<file path="config.mk">
export PLATFORM = sky130hd
export DESIGN_NAME = load_buffer
export DESIGN_NICKNAME = d
export VERILOG_FILES = /design/src/rtl/load_buffer.sv
export SDC_FILE = /design/constraint.sdc
export NUM_CORES = 1
export LEC_CHECK = 0
export BUFFER_PORTS_ARGS = -buffer_cell sky130_fd_sc_hd__buf_2
export CAP_MARGIN = 0
export CELL_PAD_IN_SITES_DETAIL_PLACEMENT = 1
export CELL_PAD_IN_SITES_GLOBAL_PLACEMENT = 1
export CORE_ASPECT_RATIO = 0.6
export CORE_MARGIN = 2
export CORE_UTILIZATION = 40
export CTS_BUF_LIST = sky130_fd_sc_hd__clkbuf_4 sky130_fd_sc_hd__clkbuf_8 sky130_fd_sc_hd__clkbuf_16
export CTS_CLUSTER_SIZE = 25
export DETAILED_ROUTE_END_ITERATION = 10
export PLACE_DENSITY_LB_ADDON = 0.08
export SLEW_MARGIN = 15
export SYNTH_ARGS = -nofsm -noshare
export SYNTH_HDL_FRONTEND = slang
export SYNTH_SLANG_ARGS = --single-unit
</file>
<file path="constraint.sdc">
create_clock -name clk_in -period 5.06 [get_ports clk_in]
set_input_delay 0.253 -clock clk_in [delete_from_list [all_inputs] [get_ports clk_in]]
set_output_delay 0.253 -clock clk_in [all_outputs]
set_load 0.01 [all_outputs]
</file>
<file path="src/rtl/load_buffer.sv">
// rtl/load_buffer.sv - in-order load queue: one outstanding memory read at a time, extends
// the returned data and broadcasts it on the load lane of the CDB; flush-safe handshake.
module load_buffer #(
  parameter int DEPTH     = 4,
  parameter int PTR_W     = 2,
  parameter int RDY_SLACK = 2,
  parameter int ADDR_W    = 32,
  parameter int ROB_W     = 4,
  parameter int ID_W      = 32,
  parameter int OP_W      = 3,
  parameter logic [OP_W-1:0] OP_LB  = 3'd0,
  parameter logic [OP_W-1:0] OP_LH  = 3'd1,
  parameter logic [OP_W-1:0] OP_LW  = 3'd2,
  parameter logic [OP_W-1:0] OP_LBU = 3'd3,
  parameter logic [OP_W-1:0] OP_LHU = 3'd4
) (
  input  logic              clk_in,
  input  logic              rst_n_in,
  input  logic              rdy_in,
  output logic              lbuffer_rs_rdy_out,
  input  logic              addrunit_lbuffer_en_in,
  input  logic [ADDR_W-1:0] addrunit_lbuffer_addr_in,
  input  logic [ROB_W-1:0]  addrunit_lbuffer_dest_in,
  input  logic [OP_W-1:0]   addrunit_lbuffer_op_in,
  output logic              lbuffer_mem_en_out,
  output logic [ADDR_W-1:0] lbuffer_mem_addr_out,
  output logic [2:0]        lbuffer_mem_size_out,
  input  logic              mem_lbuffer_done_in,
  input  logic [ID_W-1:0]   mem_lbuffer_data_in,
  input  logic              rob_lbuffer_rst_in,
  output logic [ROB_W-1:0]  cdb_lbuffer_b_out,
  output logic [ID_W-1:0]   cdb_lbuffer_result_out,
  output logic              lbuffer_overflow_out
);

  localparam logic [0:0] S_IDLE = 1'b0;
  localparam logic [0:0] S_WAIT = 1'b1;
  localparam logic [PTR_W:0] DEPTH_C = PTR_W'(0) + (PTR_W+1)'(DEPTH);
  localparam logic [PTR_W:0] SLACK_C = (PTR_W+1)'(RDY_SLACK);

  logic [ADDR_W-1:0] r_q_addr [DEPTH];
  logic [ROB_W-1:0]  r_q_dest [DEPTH];
  logic [OP_W-1:0]   r_q_op   [DEPTH];

  logic [PTR_W-1:0]  r_head;
  logic [PTR_W-1:0]  r_tail;
  logic [PTR_W:0]    r_count;
  logic [0:0]        r_state;
  logic              r_squash;
  logic              r_mem_en;
  logic [ADDR_W-1:0] r_mem_addr;
  logic [2:0]        r_mem_size;
  logic [ROB_W-1:0]  r_cdb_b;
  logic [ID_W-1:0]   r_cdb_result;
  logic              r_overflow;

  logic              w_full;
  logic              w_push;
  logic              w_pop;
  logic [PTR_W:0]    w_free;
  logic [2:0]        w_head_size;
  logic [ID_W-1:0]   w_ext;

  assign w_full = (r_count == DEPTH_C);
  assign w_free = DEPTH_C - r_count;
  assign w_push = addrunit_lbuffer_en_in && !w_full && !rob_lbuffer_rst_in;
  // A flush on the completing edge discards the result, so the head is not popped either.
  assign w_pop  = (r_state == S_WAIT) && mem_lbuffer_done_in && !r_squash && !rob_lbuffer_rst_in;

  assign lbuffer_rs_rdy_out     = (w_free >= SLACK_C);
  assign lbuffer_mem_en_out     = r_mem_en;
  assign lbuffer_mem_addr_out   = r_mem_addr;
  assign lbuffer_mem_size_out   = r_mem_size;
  assign cdb_lbuffer_b_out      = r_cdb_b;
  assign cdb_lbuffer_result_out = r_cdb_result;
  assign lbuffer_overflow_out   = r_overflow;

  always_comb begin
    w_head_size = 3'd4;
    if (r_q_op[r_head] == OP_LB || r_q_op[r_head] == OP_LBU) w_head_size = 3'd1;
    else if (r_q_op[r_head] == OP_LH || r_q_op[r_head] == OP_LHU) w_head_size = 3'd2;
  end

  always_comb begin
    w_ext = mem_lbuffer_data_in;
    if (r_q_op[r_head] == OP_LB)
      w_ext = {{(ID_W-8){mem_lbuffer_data_in[7]}}, mem_lbuffer_data_in[7:0]};
    else if (r_q_op[r_head] == OP_LBU)
      w_ext = {{(ID_W-8){1'b0}}, mem_lbuffer_data_in[7:0]};
    else if (r_q_op[r_head] == OP_LH)
      w_ext = {{(ID_W-16){mem_lbuffer_data_in[15]}}, mem_lbuffer_data_in[15:0]};
    else if (r_q_op[r_head] == OP_LHU)
      w_ext = {{(ID_W-16){1'b0}}, mem_lbuffer_data_in[15:0]};
  end

  always_ff @(posedge clk_in) begin
    if (rdy_in && w_push) begin
      r_q_addr[r_tail] <= addrunit_lbuffer_addr_in;
      r_q_dest[r_tail] <= addrunit_lbuffer_dest_in;
      r_q_op[r_tail]   <= addrunit_lbuffer_op_in;
    end
  end

  always_ff @(posedge clk_in or negedge rst_n_in) begin
    if (!rst_n_in) begin
      r_head       <= '0;
      r_tail       <= '0;
      r_count      <= '0;
      r_state      <= S_IDLE;
      r_squash     <= 1'b0;
      r_mem_en     <= 1'b0;
      r_mem_addr   <= '0;
      r_mem_size   <= '0;
      r_cdb_b      <= '0;
      r_cdb_result <= '0;
      r_overflow   <= 1'b0;
    end else if (rdy_in) begin
      r_cdb_b <= '0;
      if (addrunit_lbuffer_en_in && w_full) r_overflow <= 1'b1;

      if (rob_lbuffer_rst_in) begin
        r_head  <= '0;
        r_tail  <= '0;
        r_count <= '0;
      end else begin
        if (w_push) r_tail <= r_tail + 1'b1;
        if (w_pop)  r_head <= r_head + 1'b1;
        r_count <= r_count + (PTR_W+1)'(w_push) - (PTR_W+1)'(w_pop);
      end

      case (r_state)
        S_IDLE: begin
          if (r_count != '0 && !r_squash && !rob_lbuffer_rst_in) begin
            r_mem_en   <= 1'b1;
            r_mem_addr <= r_q_addr[r_head];
            r_mem_size <= w_head_size;
            r_state    <= S_WAIT;
          end
        end
        default: begin
          // The request stays asserted through a flush; only done may end the handshake.
          if (mem_lbuffer_done_in) begin
            r_mem_en <= 1'b0;
            r_squash <= 1'b0;
            r_state  <= S_IDLE;
            if (w_pop) begin
              r_cdb_b      <= r_q_dest[r_head];
              r_cdb_result <= w_ext;
            end
          end else if (rob_lbuffer_rst_in) begin
            r_squash <= 1'b1;
          end
        end
      endcase
    end
  end

endmodule

</file>
==> results.json <==
{
  "critical_path_class": "flip-flop to flip-flop",
  "grt_pass1_wl_um": 31800,
  "setup_viol": 0,
  "arrival_ns": 3.16,
  "wl_per_cell_um": 19.4,
  "drt_first_pass_iters": 5,
  "ys_types": 39,
  "initial_core_util_pct": 41.1,
  "post_drt_via_cell_ratio": 4.91,
  "cts.clk_slew.worst_paths_ns": 0.06,
  "grt_max_degree": 50,
  "cts.sinks": 238,
  "syn2layout_area_growth_pct": 27.3,
  "cp.required_ns": 5.39,
  "ir_drop_mv": 0.233,
  "postCtsSetupBuffers": 0,
  "cts_tree": "built",
  "timing.rr.end": "cdb_lbuffer_result_out[12]",
  "min_period_ns": 2.83,
  "dr_total_vias": 5119,
  "crit_start": "r_head[1]",
  "use_met1_pct": 25.2,
  "wirelength_um": 20200,
  "r2r-start": "r_head[1]",
  "fin_crit_sh_pct": 56.0,
  "drive_above_1_share_pct": 40.4,
  "status": "completed",
  "ys_seq_area_share_pct": 73.7,
  "fmax_mhz": 353,
  "gr-total-overflow": 0,
  "cts_buffers": 23,
  "drt-initial-drc-count": 234,
  "fin_skew_ns": 0.0106,
  "synth_warnings": 0,
  "path_max_fanout": 42,
  "slew_headroom_pct": 24.8,
  "dieWidth_um": 199,
  "antennaDiodeCount": 0,
  "grt_setup_unrepaired": "false",
  "tns_ns": 0,
  "clock_latency_ns": 0.50,
  "use_met2_pct": 28.4,
  "p_total_uw": 5810,
  "cellPowerDensity_nw_per_um2": 499,
  "cap_violations": 0,
  "die-area_sq_um": 24100,
  "hp-class": "primary input to flip-flop",
  "syn-num-nets": 588,
  "rrSetupSlack_ns": 2.23,
  "critPathLaunchType": "flip-flop",
  "p_leak_uw": 0.00453,
  "first_global_vias": 5649,
  "tightest_slew_ns": 1.13,
  "cts_root_buffer": "clkbuf_16",
  "io_buffers": 150,
  "gp_congestion": 0.714,
  "worstRegToRegCells": 4,
  "worstSetupEndpoint": "cdb_lbuffer_result_out[12]",
  "synth_cells": 500,
  "io_pins": 151,
  "ys_ff_latch": 238,
  "drc": 0,
  "avgSynthCellArea_sq_um": 18.3,
  "ant_nets": 0,
  "dieHeight_um": 121,
  "cts_resized": 0,
  "rows": 42,
  "grt_busiest_layer": "met2",
  "slew_violations": 0,
  "cp-end-kind": "flip-flop",
  "antenna_found_initial": 0,
  "grt_usage_pct": 17.4,
  "netlist_area_sq_um": 9140,
  "cts_buffer_depth": 3,
  "core-area_sq_um": 22200,
  "nNetsFinal": 806,
  "hold_viol_final": 0,
  "cts_htree_levels": 1,
  "hpwl_um": 12600,
  "grtUsageMet3_pct": 2.47
}
cell families after synthesis:
logic type,share of synthesized area (%)
simple gates,3.82
compound gates,3.41
mux,15.3
buf+inv,1.86
fa+ha+maj,1.59
flops,73.7
xor+xnor,0.288
final cells by class:
cell class / count / area (sq um)
Clock buffer: 33 / 663
Clock inverter: 9 / 145
Fill cell: 2129 / 10600
Inverter: 13 / 48.8
Multi-Input combinational cell: 226 / 2240
Sequential cell: 238 / 6740
Tap cell: 308 / 385
Timing Repair Buffer: 216 / 1410
where the power goes:
part / internal (uW) / total [uW] / leakage [uW] / switching, uW
clock: 1120 / 1830 / 0.000404 / 708
sequential: 2410 / 2670 / 0.00242 / 254
combinational: 679 / 1320 / 0.00170 / 636
registers in the layout, indices dropped and copies added (netlist names):
name and flops:
lbuffer_overflow_out 1, lbuffer_mem_en_out 1, r_q_op 12, lbuffer_mem_addr_out 32
r_q_addr 128, r_tail 2, r_count 3, r_head 2
r_state 1, r_q_dest 16, r_squash 1, cdb_lbuffer_b_out 4
cdb_lbuffer_result_out 32, lbuffer_mem_size_out 3
per-layer routing:
metal	vias to the layer above	wire length, um
met1	2677	9600
met2	85	9750
li1	2335	-
met4	0	270
met5	-	0
met3	22	600
Yosys cell counts, drive strengths merged:
master / n / area share [%]
clkbuf: 9 / 0.37
o22ai: 3 / 0.21
ha: 10 / 1.4
nor2b: 2 / 0.14
nand2b: 1 / 0.068
mux4: 39 / 9.6
edfxtp: 156 / 51
buf: 14 / 0.96
inv: 13 / 0.53
fa: 1 / 0.22
or3b: 2 / 0.19
nor2: 28 / 1.2
a31o: 1 / 0.096
and3b: 1 / 0.096
nor4b: 1 / 0.096
or3: 1 / 0.068
nor3b: 1 / 0.082
xor2: 2 / 0.19
nand3: 1 / 0.055
and2: 4 / 0.27
mux2i: 2 / 0.22
o31a: 1 / 0.11
xnor2: 1 / 0.096
o31ai: 2 / 0.16
a21oi: 25 / 1.8
nor3: 1 / 0.055
a31oi: 2 / 0.14
mux2: 43 / 5.5
dfrtp: 82 / 22
nand2: 33 / 1.4
o21ai: 15 / 0.82
nand3b: 2 / 0.16
a22o: 1 / 0.096
metrics by stage:
step	hold slack, ns	cell area [sq um]	setup WS [ns]	std cells	utilization [%]
2_1_floorplan	-0.0426	9140	2.45	500	-
3_3_place_gp	0.246	10200	2.37	939	45.9
3_5_place_dp	0.262	10200	2.21	939	45.9
4_1_cts	0.000243	11600	2.21	1041	52.2
5_1_grt	0.0109	11600	1.93	1043	52.4
6_report	0.0102	11600	2.23	1043	52.4
critical path, stage by stage (launching register included):
cell     delay, ns
dfrtp_2       1.08
mux4_2        0.55
nor4b_1       0.10
nor3_1        0.74
a21oi_1       0.17
what timing repair did:
item | CTS | global route
hold buffers | 60 | 1
endpoints found under the hold margin | 203 | 2
setup endpoints to repair | 0 | 0
cells in the final DEF (no fill, tap or decap), types with 3 or more instances in the layout:
cell type,n
a21oi_1,15
a21oi_2,10
and2_2,4
buf_2,149
buf_4,5
bufinv_16,4
clkbuf_16,23
clkbuf_4,8
clkinv_1,3
dfrtp_1,80
dlygate4sd3_1,61
edfxtp_1,156
ha_1,10
inv_1,13
mux2_2,38
mux2_4,5
mux4_2,39
nand2_1,33
nor2_1,27
o21ai_0,15
o22ai_1,3
worst min-delay path by stage:
stage / start / end / slack, ns / cells after the start
2_1_floorplan: rst_n_in / cdb_lbuffer_b_out[0] / -0.04 / 0
3_3_place_gp: rst_n_in / lbuffer_mem_addr_out[26] / 0.25 / 1
3_5_place_dp: rst_n_in / lbuffer_mem_addr_out[26] / 0.26 / 1
4_1_cts: addrunit_lbuffer_addr_in[0] / r_q_addr[1][0] / 0.0002 / 1
5_1_grt: mem_lbuffer_data_in[28] / cdb_lbuffer_result_out[28] / 0.01 / 3
6_report: mem_lbuffer_data_in[18] / cdb_lbuffer_result_out[18] / 0.01 / 3
Power figures use the tool's default switching activity.
